==> src/rtl/mio_axis_st_pkg.sv <==
// Shared widths, default beat layout and helpers for the AXI-Stream sink.
package mio_axis_st_pkg;

  localparam int DATA_WIDTH_DEF = 32;
  localparam int ID_WIDTH_DEF   = 4;
  localparam int DEST_WIDTH_DEF = 4;
  localparam int USER_WIDTH_DEF = 1;
  localparam int DEPTH_DEF      = 8;
  // keep_is_null takes a zero-extended keep, so any width up to this works
  localparam int KEEP_MAX       = 128;

  typedef struct packed {
    logic [DATA_WIDTH_DEF-1:0]   data;
    logic [DATA_WIDTH_DEF/8-1:0] strb;
    logic [DATA_WIDTH_DEF/8-1:0] keep;
    logic                        last;
    logic [ID_WIDTH_DEF-1:0]     id;
    logic [DEST_WIDTH_DEF-1:0]   dest;
    logic [USER_WIDTH_DEF-1:0]   user;
  } axis_beat_t;

  function automatic logic keep_is_null(input logic [KEEP_MAX-1:0] keep);
    return keep == '0;
  endfunction

endpackage

==> src/rtl/mio_axis_st_sync_fifo.sv <==
// First-word-fall-through synchronous FIFO; head output holds the last popped
// word while empty so the read side never shows stale or unknown data.
module mio_axis_st_sync_fifo #(
  parameter int WIDTH = 8,
  parameter int DEPTH = 8
) (
  input  logic                   clk,
  input  logic                   reset_n,
  input  logic                   push,
  input  logic [WIDTH-1:0]       push_data,
  input  logic                   pop,
  output logic [WIDTH-1:0]       pop_data,
  output logic                   full,
  output logic                   empty,
  output logic [$clog2(DEPTH):0] level
);

  localparam int AW = $clog2(DEPTH);

  logic [WIDTH-1:0] mem [DEPTH];
  logic [AW:0]      wptr;
  logic [AW:0]      rptr;
  logic [WIDTH-1:0] hold_q;
  logic             do_push;
  logic             do_pop;

  assign full     = (wptr[AW] != rptr[AW]) && (wptr[AW-1:0] == rptr[AW-1:0]);
  assign empty    = (wptr == rptr);
  assign level    = wptr - rptr;
  assign do_push  = push & ~full;
  assign do_pop   = pop & ~empty;
  assign pop_data = empty ? hold_q : mem[rptr[AW-1:0]];

  always_ff @(posedge clk) begin
    if (reset_n && do_push) mem[wptr[AW-1:0]] <= push_data;
  end

  always_ff @(posedge clk) begin
    if (!reset_n) begin
      wptr   <= '0;
      rptr   <= '0;
      hold_q <= '0;
    end else begin
      if (do_push) wptr <= wptr + 1'b1;
      if (do_pop) begin
        rptr   <= rptr + 1'b1;
        hold_q <= mem[rptr[AW-1:0]];
      end
    end
  end

endmodule

==> src/rtl/mio_axis_st_rx_sink.sv <==
// AXI-Stream receive sink: buffered FWFT read port with beat/packet counters.
// Define MIO_AXIS_ST_RX_SINK_PKT_MODE_EN for store-and-forward with oversize detection.
module mio_axis_st_rx_sink
  import mio_axis_st_pkg::*;
#(
  parameter int DATA_WIDTH = DATA_WIDTH_DEF,
  parameter int ID_WIDTH   = ID_WIDTH_DEF,
  parameter int DEST_WIDTH = DEST_WIDTH_DEF,
  parameter int USER_WIDTH = USER_WIDTH_DEF,
  parameter int DEPTH      = DEPTH_DEF
) (
  input  logic                    clk,
  input  logic                    reset_n,
  input  logic                    s_tvalid,
  output logic                    s_tready,
  input  logic [DATA_WIDTH-1:0]   s_tdata,
  input  logic [DATA_WIDTH/8-1:0] s_tstrb,
  input  logic [DATA_WIDTH/8-1:0] s_tkeep,
  input  logic                    s_tlast,
  input  logic [ID_WIDTH-1:0]     s_tid,
  input  logic [DEST_WIDTH-1:0]   s_tdest,
  input  logic [USER_WIDTH-1:0]   s_tuser,
  output logic                    rd_valid,
  input  logic                    rd_ready,
  output logic [DATA_WIDTH-1:0]   rd_data,
  output logic [DATA_WIDTH/8-1:0] rd_strb,
  output logic [DATA_WIDTH/8-1:0] rd_keep,
  output logic                    rd_last,
  output logic [ID_WIDTH-1:0]     rd_id,
  output logic [DEST_WIDTH-1:0]   rd_dest,
  output logic [USER_WIDTH-1:0]   rd_user,
  output logic [31:0]             rx_beat_cnt,
  output logic [31:0]             rx_pkt_cnt,
  output logic [$clog2(DEPTH):0]  fifo_level,
  output logic                    pkt_oversize
);

  localparam int KW = DATA_WIDTH / 8;
  localparam int LW = $clog2(DEPTH) + 1;

  typedef struct packed {
    logic [DATA_WIDTH-1:0] data;
    logic [KW-1:0]         strb;
    logic [KW-1:0]         keep;
    logic                  last;
    logic [ID_WIDTH-1:0]   id;
    logic [DEST_WIDTH-1:0] dest;
    logic [USER_WIDTH-1:0] user;
  } beat_t;

  localparam int BW = $bits(beat_t);

  beat_t         in_beat;
  beat_t         head;
  logic [BW-1:0] head_bits;
  logic          run_q;
  logic          full;
  logic          empty;
  logic          accept;
  logic          push;
  logic          pop;

  // run_q keeps s_tready low through reset and releases it one edge later
  assign s_tready = run_q & ~full;
  assign accept   = s_tvalid & s_tready;
  assign push     = accept & ~(keep_is_null(KEEP_MAX'(s_tkeep)) & ~s_tlast);
  assign pop      = rd_valid & rd_ready;

  assign in_beat = '{data: s_tdata, strb: s_tstrb, keep: s_tkeep, last: s_tlast,
                     id: s_tid, dest: s_tdest, user: s_tuser};

  mio_axis_st_sync_fifo #(
    .WIDTH (BW),
    .DEPTH (DEPTH)
  ) u_fifo (
    .clk       (clk),
    .reset_n   (reset_n),
    .push      (push),
    .push_data (in_beat),
    .pop       (pop),
    .pop_data  (head_bits),
    .full      (full),
    .empty     (empty),
    .level     (fifo_level)
  );

  assign head    = beat_t'(head_bits);
  assign rd_data = head.data;
  assign rd_strb = head.strb;
  assign rd_keep = head.keep;
  assign rd_last = head.last;
  assign rd_id   = head.id;
  assign rd_dest = head.dest;
  assign rd_user = head.user;

  always_ff @(posedge clk) begin
    if (!reset_n) begin
      run_q       <= 1'b0;
      rx_beat_cnt <= '0;
      rx_pkt_cnt  <= '0;
    end else begin
      run_q <= 1'b1;
      if (accept) rx_beat_cnt <= rx_beat_cnt + 32'd1;
      if (accept && s_tlast) rx_pkt_cnt <= rx_pkt_cnt + 32'd1;
    end
  end

`ifdef MIO_AXIS_ST_RX_SINK_PKT_MODE_EN
  logic [LW-1:0] pkt_held;
  logic          rel_q;
  logic          oversize_q;
  logic          held_inc;
  logic          held_dec;

  assign held_inc = push & s_tlast;
  assign held_dec = pop & head.last;

  always_ff @(posedge clk) begin
    if (!reset_n) begin
      pkt_held   <= '0;
      rel_q      <= 1'b0;
      oversize_q <= 1'b0;
    end else begin
      case ({held_inc, held_dec})
        2'b10:   pkt_held <= pkt_held + LW'(1);
        2'b01:   pkt_held <= pkt_held - LW'(1);
        default: pkt_held <= pkt_held;
      endcase
      // full with no complete packet can never make progress: drain it cut-through
      if (full && pkt_held == '0) begin
        oversize_q <= 1'b1;
        rel_q      <= 1'b1;
      end else if (held_dec) begin
        rel_q <= 1'b0;
      end
    end
  end

  assign rd_valid     = ~empty & ((pkt_held != '0) | rel_q);
  assign pkt_oversize = oversize_q;
`else
  assign rd_valid     = ~empty;
  assign pkt_oversize = 1'b0;
`endif

endmodule

==> config.mk <==
export PLATFORM = sky130hd
export DESIGN_NAME = mio_axis_st_rx_sink
export DESIGN_NICKNAME = d
export VERILOG_FILES = /design/src/rtl/mio_axis_st_pkg.sv /design/src/rtl/mio_axis_st_sync_fifo.sv /design/src/rtl/mio_axis_st_rx_sink.sv
export SDC_FILE = /design/constraint.sdc
export NUM_CORES = 1
export LEC_CHECK = 0
export ABC_AREA = 1
export CAP_MARGIN = 10
export CORE_MARGIN = 2
export CORE_UTILIZATION = 27
export DETAILED_ROUTE_END_ITERATION = 16
export GPL_ROUTABILITY_DRIVEN = 1
export PLACE_DENSITY = 0.5
export REMOVE_ABC_BUFFERS = 1
export SLEW_MARGIN = 40
export SYNTH_ARGS = -nofsm -noshare
export SYNTH_HDL_FRONTEND = slang
export SYNTH_SLANG_ARGS = --single-unit
==> constraint.sdc <==
create_clock -name clk -period 14.95 [get_ports clk]
set_input_delay 2.99 -clock clk [delete_from_list [all_inputs] [get_ports clk]]
set_output_delay 2.99 -clock clk [all_outputs]
set_load 0.05 [all_outputs]
======== After elaboration in Yosys (flattened, before gate mapping) ========
Memory sizes are Yosys's and may differ from the RTL's. A register that Yosys moved wholly into a read port is not among the register bits.
Index checks and enable logic that the tools add are counted.
word-level totals
  bits in latches ......................... 0
  memories ................................ 1
  bits in registers ....................... 123
  logic and storage cells ................. 36
  memory bits (read-only) ................. 0
  output and inout bits ................... 121
  bits in writable memories ............... 400
cells by class
  multipliers ............................. 0
  $add $sub $neg .......................... 5
  bitwise gates (word level) .............. 11
  divide/modulo/power cells ............... 0
  eq/ne operators ......................... 3
  shifts and indexed selects .............. 0
  reduce and logical (&&, ||, !) cells .... 4
  mux-type cells .......................... 6
  magnitude comparators ................... 0
memory list
  name        words  width  read ports  clocked after memory_dff  write ports  line                         text
  u_fifo.mem  8      50     1           1                         1            mio_axis_st_sync_fifo.sv:20  logic [WIDTH-1:0] mem [DEPTH];
operators by type and width
  kind                                                              count
  32-bit by 1-bit adder with 32-bit output (second input constant)  2
  50-bit 2-to-1 mux                                                 1
  4-bit by 1-bit adder with 4-bit output (second input constant)    2
  1-bit bitwise AND                                                 7
  3-bit 2-to-1 mux                                                  2
  4-bit equality test                                               1
  4-bit zero test                                                   1
  1-bit inverter                                                    4
  4-bit subtractor                                                  1
  3-bit equality test                                               1
  1-bit logical AND                                                 3
  1-bit 2-to-1 mux                                                  3
  1-bit != test                                                     1

======== Depth between registers and ports, before layout ========
Gate-level depths: netlist (run 1).
  depth in word-level cells ............... 10
  depth in mapped cells ................... 12
  gate-level depth less buffers ........... 11

======== By module ========
Synthesis (run 1) repeated with hierarchy kept, for this count alone.
second synthesis, totals
  cell total of the unflattened synthesis .. 2,664
  area total of the unflattened synthesis .. 23,767.8 um^2
modules (own cells, without submodules)
  module                 cells an instance  area an instance (um^2)  times used  sequential area each (um^2)
  mio_axis_st_sync_fifo  2,099              20,171.8                 1           13,232.7
  mio_axis_st_rx_sink    565                3,595.9                  1           1,301.2

======== Worst setup path after synthesis (run 1) ========
Ideal clock, no wire load.
  kind .................................... input-to-reg
  from .................................... in reset_n
  to ...................................... mem u_fifo.mem[6][0] in the netlist's numbering (enable)
  path buffers ............................ 1
  stages .................................. 3
  arrival ................................. 6,852 ps
  setup slack ............................. 7,579 ps
  path through ............................ clkbuf_1 > nand4_1 > nor3_1
on the way
  word-level cells in the longest chain between the ends .. 3
RTL lines
  what                                    line                         text
  from (decl)                             mio_axis_st_rx_sink.sv:13    input logic reset_n,
  1-bit logical AND                       mio_axis_st_sync_fifo.sv:35  if (reset_n && do_push) mem[wptr[AW-1:0]] <= push_data;
  1-bit 2-to-1 mux                        mio_axis_st_sync_fifo.sv:35
  1-bit 2-to-1 mux (not written as such)  mio_axis_st_sync_fifo.sv:35
  to (decl)                               mio_axis_st_sync_fifo.sv:20
Every way passes these cells.

==> results.json, run 1 <==
{
  "final_max_slew_viol_count": 0,
  "cts_buffers": 56,
  "gp_congestion": 0.743,
  "grt_pass1_vias": 14700,
  "yosys_warnings": 0,
  "port_buffers": 173,
  "fp.dieW_um": 288,
  "hp-class": "flop to flop",
  "final_util_pct": 32.9,
  "p_per_area_nw_per_um2": 145,
  "die_area_um2": 83200,
  "max_cap_violations": 0,
  "area_growth_pct": 20.8,
  "cts_sinks": 526,
  "cts_tree": "done",
  "start_util_pct": 27.2,
  "htree_num_levels": 2,
  "start_kind": "flop",
  "drive_gt1_share_pct": 6.00,
  "setup_slack_ns": 7.91,
  "overflow": 0,
  "clk_pin_slew_ns": 0.06,
  "dp_hpwl_mm": 32.2,
  "antenna_found_initial": 6,
  "status": "finished, final reports clean",
  "fill_cells": 7979,
  "firstDrtPassIters": 4,
  "die_y_um": 288,
  "yosys_register_bits": 526,
  "insertion_delay_ns": 0.63,
  "ctsResizeCount": 0,
  "core-area_um2": 80300,
  "drcViolationCount": 0,
  "pre_cts_ws_ns": 8.48,
  "ctsHoldBuffers": 0,
  "cts_root_buf": "clkbuf_16",
  "p_leak_nw": 8.63,
  "min_path_cells": 2,
  "place_inst": 3222,
  "required_ns": 11.96,
  "grt_max_degree": 127,
  "io_pins": 175,
  "crit_type": "flop to primary output",
  "crit_fanout": 126,
  "max_freq_ghz": 0.142,
  "syn_area_um2": 21800,
  "setup_violations": 0,
  "synth_cells": 2092,
  "tns_ns": 0,
  "finClkSkew_ns": 0.0317,
  "vdd_ir_drop_max_uv": 113,
  "critPathArrivalTime_ns": 4.05,
  "totalWireLength_mm": 56.7,
  "seq_area_frac_synth_pct": 66.6,
  "post-cts-setup-buffer-count": 0,
  "std_cell_rows": 104,
  "ctsLongestPathBuffers": 3,
  "p_total_mw": 3.83,
  "vias_per_cell": 4.56,
  "synthFlopType": "edfxtp_1",
  "hold_viol": 0,
  "yosysUniqueCellTypes": 41,
  "nets": 2282,
  "period_minus_slack_ns": 7.04,
  "grt_pass1_wl_mm": 86.5,
  "instances_no_fill": 3330,
  "worstRegToRegCells": 9,
  "cp-end-kind": "primary output",
  "synth_edf_count": 400,
  "period_share_pct": 47.1,
  "track_usage_pct": 13.4,
  "routedWlPerCell_um": 17.0,
  "grt_setup_unrepaired": "false",
  "synthArstFlopShare_pct": 0,
  "drtAntennaViolNets": 0,
  "worst_slew_pin_slew_ns": 0.821,
  "drt_iter0_drc": 859,
  "max-slew-margin-rel_pct": 45.3,
  "dr_total_vias": 15200,
  "syn_area_per_cell_um2": 10.4
}
==> final timing paths <==
check / slack, ns / to / startpoint
max: 7.91 / rd_keep[1] / flop
min: 0.48 / u_fifo.wptr[3] / u_fifo.wptr[3]
max reg2reg: 11.59 / u_fifo.mem[6][48] / u_fifo.wptr[2]
min reg2reg: 0.48 / u_fifo.wptr[3] / u_fifo.wptr[3]
==> metrics by stage <==
stage | hold WS (ns) | area [µm²]
finish | 0.485 | 26400
detailed placement | 0.473 | 24500
floorplan | 0.454 | 21200
global route | 0.487 | 26400
CTS | 0.483 | 26400
global placement | 0.472 | 24400
==> critical path, cell delays in order (launching register included) <==
cell	delay [ns]
dfxtp_4	0.45
inv_8	0.52
buf_4	0.72
o21ai_0	0.25
o21ai_0	0.14
o21ai_1	0.16
o21ai_1	0.22
clkdlybuf4s50_1	0.83
==> metal layers <==
metal	part of all wire (%)	up-vias	GRT usage, %
li1	-	7567	-
met1	46	7227	17.6
met2	48	317	22.7
met3	4.9	72	2.57
met4	1.8	6	3.65
met5	0.079	-	0
==> registers in the layout (all words and copies together), names as in the netlist, named ones only <==
name and count:
u_fifo.mem 400, u_fifo.hold_q 50, rx_beat_cnt 32, rx_pkt_cnt 32, u_fifo.rptr 4, u_fifo.wptr 4, run_q 1
==> cell usage in the layout, fill, tap and decap left out, drive strengths merged, types with 2 or more instances in the layout <==
| master | count |
|---|---|
| clkinvlp | 3 |
| xor2 | 6 |
| clkinv | 22 |
| inv | 79 |
| and3 | 2 |
| ha | 7 |
| nand3 | 63 |
| o211ai | 50 |
| o21ai | 408 |
| nand2 | 243 |
| a21oi | 95 |
| clkbuf | 76 |
| dfxtp | 126 |
| clkdlybuf4s50 | 172 |
| nor2 | 450 |
| nand4 | 13 |
| nor3 | 17 |
| edfxtp | 400 |
| and2 | 2 |
| diode | 4 |
| buf | 18 |
| bufinv | 4 |
| xnor2 | 4 |
==> power by group <==
part	total, mW	switching, mW	internal (mW)
clock network	1.38	0.580	0.800
logic	0.815	0.580	0.235
registers	1.64	0.0299	1.61
==> layout make-up <==
| type | instances | area, µm² | share of cell area [%] |
|---|---|---|---|
| sequential | 526 | 14500 | 55.1 |
| multi-input combinational | 1366 | 6390 | 24.2 |
| timing repair buffer | 190 | 1940 | 7.35 |
| clock buffer | 76 | 1560 | 5.91 |
| tap | 1060 | 1330 | 5.03 |
| inverter | 80 | 318 | 1.20 |
| clock inverter | 28 | 289 | 1.10 |
| antenna | 4 | 10.0 | 0.0379 |
==> cell usage after synthesis (20+ instances only) <==
master,number,area share (%)
edfxtp_1,400,55
dfxtp_1,126,12
inv_1,74,1.3
o21ai_1,117,2.7
a21oi_1,95,2.2
nor2_1,440,7.6
buf_2,20,0.46
o21ai_0,291,6.7
o211ai_1,50,1.7
clkbuf_1,58,1.0
nand3_1,61,1.4
nand2_1,238,4.1
==> kinds of logic (layout without fill, tap and decap cells) <==
logic type,after synthesis,in the layout,synth area share [%]
other cells,1,5,0.0172
compound gates,554,554,13.3
flops,526,526,66.6
simple gates,793,793,14.8
xor+xnor,10,10,0.401
buf+inv,200,374,4.40
fa+ha+maj,8,8,0.493
No activity file was read; power rests on OpenSTA's default activity.
==> run 2, diff against run 1 <==
Settings changed: PLACE_DENSITY 0.5 to 0.52.
Clock period 14.95 ns to 6.2 ns, I/O delays scaled along.
==> run 2 against run 1 <==
- clock skew hardly changed
- clock power grew to 2.5 times the previous value
- first-iteration DRC count is 8.5% higher
- core utilization is 0.18 points higher
- sequential cell count stayed put
- design area is 0.54% higher
- register-to-register slack worse by 8.8 ns
- die area stayed put
- critical path type unchanged
- largest power group unchanged
- highest routed layer unchanged
==> results.json, run 2 (same netlist as run 1, synthesis figures left out) <==
{
  "die_y_um": 288,
  "cts_tree": "done",
  "grt_setup_unrepaired": "false",
  "rr_endpoint": "u_fifo.mem[4][22]",
  "drt_iter0_drc": 932,
  "largest_register_ffs": 400,
  "grt_max_degree": 108,
  "overflow": 0,
  "die_area_um2": 83200,
  "drcViolationCount": 0,
  "min_path_cells": 2,
  "ctsResizeCount": 0,
  "fin_hold_ws_ns": 0.486,
  "final_max_slew_viol_count": 0,
  "p_per_area_nw_per_um2": 354,
  "area_growth_pct": 21.5,
  "worstRegToRegCells": 11,
  "start_kind": "flop",
  "ctsLongestPathBuffers": 3,
  "worst_slew_pin_slew_ns": 0.796,
  "max-slew-margin-rel_pct": 46.9,
  "reg2reg_from": "u_fifo.wptr[0]",
  "r2r_slack_ns": 2.80,
  "insertion_delay_ns": 0.63,
  "std_cell_rows": 104,
  "htree_num_levels": 2,
  "pre_cts_ws_ns": 2.02,
  "clk_pin_slew_ns": 0.06,
  "holdCritStartpoint": "u_fifo.rptr[3]",
  "cts_root_buf": "clkbuf_16",
  "status": "finished, final reports clean",
  "period_share_pct": 77.0,
  "p_total_mw": 9.40,
  "crit_type": "flop to primary output",
  "routedWlPerCell_um": 17.0,
  "grt_pass1_wl_mm": 86.3,
  "setup_violations": 0,
  "gp_congestion": 0.802,
  "p_leak_nw": 8.69,
  "crit_fanout": 46,
  "firstDrtPassIters": 5,
  "vdd_ir_drop_max_uv": 254,
  "cp-end-kind": "primary output",
  "antenna_found_initial": 7,
  "nets": 2288,
  "hold_viol": 0,
  "grt_pass1_vias": 14700,
  "dr_total_vias": 15400,
  "dp_hpwl_mm": 32.1,
  "fp.dieW_um": 288,
  "io_pins": 175,
  "hp-class": "flop to flop",
  "post-cts-setup-buffer-count": 0,
  "setup_slack_ns": 1.43,
  "track_usage_pct": 13.4,
  "cts_buffers": 59,
  "max_cap_violations": 0,
  "mostFrequentLayoutCell": "nor2_1",
  "critPathArrivalTime_ns": 3.53,
  "core-area_um2": 80300,
  "drtAntennaViolNets": 0,
  "port_buffers": 173,
  "vias_per_cell": 4.61,
  "totalWireLength_mm": 56.7,
  "finClkSkew_ns": 0.0312,
  "final_util_pct": 33.0,
  "start_util_pct": 27.2,
  "hold_path_end": "u_fifo.rptr[3]",
  "drive_gt1_share_pct": 6.38,
  "period_minus_slack_ns": 4.77,
  "cts_sinks": 526,
  "ctsHoldBuffers": 0,
  "required_ns": 4.96,
  "max_freq_ghz": 0.210,
  "final_cell_mix": "nor2_1 (436), edfxtp_1 (400), o21ai_0 (291)"
}
==> run 2: worst max path at each step <==
stage / endpoint / slack (ns)
floorplan: rd_data[10] / -2.91
global placement: rd_keep[3] / 1.90
detailed placement: rd_keep[2] / 2.02
CTS: rd_data[29] / 1.33
global route: rd_data[6] / 1.15
finish: rd_data[31] / 1.43
==> run 2: cell type report <==
| cell class | instances | area [µm²] |
|---|---|---|
| diodes | 2 | 5.00 |
| flip-flops and latches | 526 | 14500 |
| clock buffers | 77 | 1580 |
| well taps | 1060 | 1330 |
| repair buffers | 193 | 1990 |
| clock inverters | 30 | 360 |
| multi-input cells | 1366 | 6390 |
| fillers | 7995 | 53800 |
| inverters | 80 | 320 |
==> run 2: critical path: stages (launching register included) <==
cell             delay [ns]
dfxtp_4                0.61
buf_12                 0.28
buf_4                  0.41
o21ai_0                0.16
o211ai_1               0.18
o21ai_1                0.20
o21ai_1                0.20
clkdlybuf4s50_1        0.83
==> run 2: power breakdown <==
part | leakage [nW] | switching [mW] | total [mW] | internal (mW)
Clock | 0.933 | 1.44 | 3.49 | 2.05
Combinational | 3.13 | 1.40 | 1.97 | 0.565
Sequential | 4.63 | 0.0618 | 3.94 | 3.88
==> run 2: metrics by stage <==
stage / TNS (ns) / area (µm²) / instances
2_1_floorplan: -222.61 / 21200 / 1972
3_3_place_gp: 0 / 24500 / 3223
3_5_place_dp: 0 / 24600 / 3225
4_1_cts: 0 / 26500 / 3332
5_1_grt: 0 / 26500 / 3332
6_report: 0 / 26500 / 3334
==> run 2: routing by layer <==
metal	global-route usage, %	wire length (µm)	part of all wire (%)
met4	3.89	1400	2.5
met2	21.9	26000	46
met1	18.1	26400	46
met3	2.51	2910	5.1
met5	0	82	0.14
==> run 3, diff against run 2 <==
Clock period 6.2 ns to 3.9 ns, I/O delays scaled along.
==> run 3 against run 2 <==
- clock skew shrank 0.011 ns
- hold slack about the same
- sequential cell count is the same
- global-route usage decreased by 0.12 points
- combinational power increased by 79%
- first-iteration DRC count grew 12%
- worst setup slack worse by 1.2 ns
- critical path type unchanged
- largest power group unchanged
==> results.json, run 3 (same netlist as run 1, synthesis figures left out) <==
{
  "status": "finished, final reports clean",
  "instances_no_fill": 3345,
  "setup_slack_ns": 0.197,
  "die_y_um": 288,
  "cp_top_family": "buffers and inverters",
  "final_max_slew_viol_count": 0,
  "pre_cts_ws_ns": 0.560,
  "cts_buffers": 57,
  "area_growth_pct": 23.5,
  "totalWireLength_mm": 55.9,
  "r2r_slack_ns": 0.79,
  "critPathBufInv": 1,
  "cp-end-kind": "primary output",
  "vdd_ir_drop_max_uv": 399,
  "cp_slowest_stage_delay_ns": 0.87,
  "nets": 2299,
  "grt_max_degree": 75,
  "routedWlPerCell_um": 16.7,
  "fin_hold_ws_ns": 0.487,
  "worst_slew_pin_slew_ns": 0.690,
  "required_ns": 3.12,
  "crit_fanout": 7,
  "firstDrtPassIters": 7,
  "period_share_pct": 95.0,
  "multiInputGateArea_um2": 6390,
  "worstRegToRegCells": 9,
  "crit_path_top_delay_cell": "clkdlybuf4s50_1",
  "seqCellArea_um2": 14500,
  "start_kind": "flop",
  "fill_cells": 7919,
  "io_pins": 175,
  "antenna_found_initial": 2,
  "cp.depth": 5,
  "port_buffers": 173,
  "p_total_mw": 15.3,
  "max_cap_violations": 0,
  "rr_endpoint": "u_fifo.mem[6][21]",
  "dp_hpwl_mm": 34.2,
  "cts_sinks": 526,
  "final_cell_mix": "nor2_1 (436), edfxtp_1 (400), o21ai_0 (291)",
  "crit_type": "flop to primary output",
  "drtAntennaViolNets": 0,
  "max-slew-margin-rel_pct": 54.0,
  "p_per_area_nw_per_um2": 568,
  "core-area_um2": 80300,
  "track_usage_pct": 13.3,
  "std_cell_rows": 104,
  "overflow": 0,
  "reg2reg_from": "u_fifo.wptr[2]",
  "cts_tree": "done",
  "setup_violations": 0,
  "path_cells": "ha_1, nand2_1, o21ai_0, xor2_1, clkdlybuf4s50_1",
  "place_inst": 3238,
  "p_leak_nw": 8.99,
  "startpoint": "u_fifo.wptr[2]",
  "start_util_pct": 27.2,
  "drt_iter0_drc": 1043,
  "drive_gt1_share_pct": 9.06,
  "vias_per_cell": 4.58,
  "period_minus_slack_ns": 3.70,
  "grt_pass1_wl_mm": 86.7,
  "grt_pass1_vias": 14700,
  "die_area_um2": 83200,
  "hp-class": "flop to flop",
  "max_freq_ghz": 0.270,
  "dr_total_vias": 15300,
  "fp.dieW_um": 288,
  "insertion_delay_ns": 0.63,
  "ctsHoldBuffers": 0,
  "mostFrequentLayoutCell": "nor2_1",
  "largest_register_ffs": 400,
  "cp-endpoint": "fifo_level[3]",
  "cts_root_buf": "clkbuf_16",
  "ctsLongestPathBuffers": 3,
  "htree_num_levels": 2,
  "hold_viol": 0,
  "critPathArrivalTime_ns": 2.92,
  "diodes": 0,
  "clk_pin_slew_ns": 0.06,
  "grt_setup_unrepaired": "false",
  "drcViolationCount": 0,
  "gp_congestion": 0.832,
  "finClkSkew_ns": 0.0205
}
## run 3: cell count changes in the layout (fill, tap and decap cells not counted), moves of 8 or more
| cell | previous run | this run |
|---|---|---|
| buf_12 | 4 | 47 |
| buf_4 | 6 | 35 |
| buf_6 | 10 | 2 |
| clkdlybuf4s50_1 | 172 | 121 |
| clkinv_1 | 7 | 15 |
## run 3: worst min-delay path by stage
| stage | from | endpoint | slack, ns | depth (start not counted) |
|---|---|---|---|---|
| CTS | u_fifo.wptr[3] | u_fifo.wptr[3] | 0.49 | 2 |
| finish | u_fifo.wptr[3] | u_fifo.wptr[3] | 0.49 | 2 |
| global route | u_fifo.wptr[3] | u_fifo.wptr[3] | 0.51 | 2 |
| detailed placement | u_fifo.wptr[3] | u_fifo.wptr[3] | 0.48 | 2 |
| floorplan | u_fifo.wptr[3] | u_fifo.wptr[3] | 0.45 | 2 |
| global placement | u_fifo.rptr[3] | u_fifo.rptr[3] | 0.47 | 2 |
## run 3: final cells by class
cell class,count,share of cell area (%)
Sequential cell,526,54.0
Multi-Input combinational cell,1366,23.7
Timing Repair Buffer,206,9.09
Clock buffer,65,5.48
Tap cell,1060,4.92
Clock inverter,42,1.68
Inverter,80,1.17
## run 3: power by group
| group | internal (mW) | switching, mW | leakage (nW) |
|---|---|---|---|
| Clock | 3.25 | 2.26 | 0.936 |
| Sequential | 6.16 | 0.121 | 4.63 |
| Combinational | 1.21 | 2.31 | 3.42 |
## run 3: stage by stage
stage | area (µm²) | utilization [%] | TNS, ns
detailed placement | 25000 | 31.2 | 0
CTS | 26900 | 33.6 | 0
global placement | 25000 | 31.2 | 0
floorplan | 21200 | - | -843.00
finish | 27000 | 33.6 | 0
global route | 27000 | 33.6 | 0
## run 3: worst reg2reg max path, stage by stage, from the launching register on
cell     delay, ns
dfxtp_1       0.51
ha_1          0.34
nand2_1       0.14
nor2_4        0.06
nand2_4       0.11
nand3_4       0.23
inv_4         0.32
nand4_1       0.35
nor3_2        0.28
buf_12        0.30
## run 3: repair_timing
item	in CTS	in global routing
resized for setup	0	4
setup buffers	0	0
endpoints found under the setup margin	0	8
## run 3: per-layer routing
layer / GRT usage [%] / share of wire, %
met1: 18.4 / 47
met2: 21.3 / 46
met3: 2.54 / 5.6
met4: 3.61 / 1.9
met5: 0 / 0.048
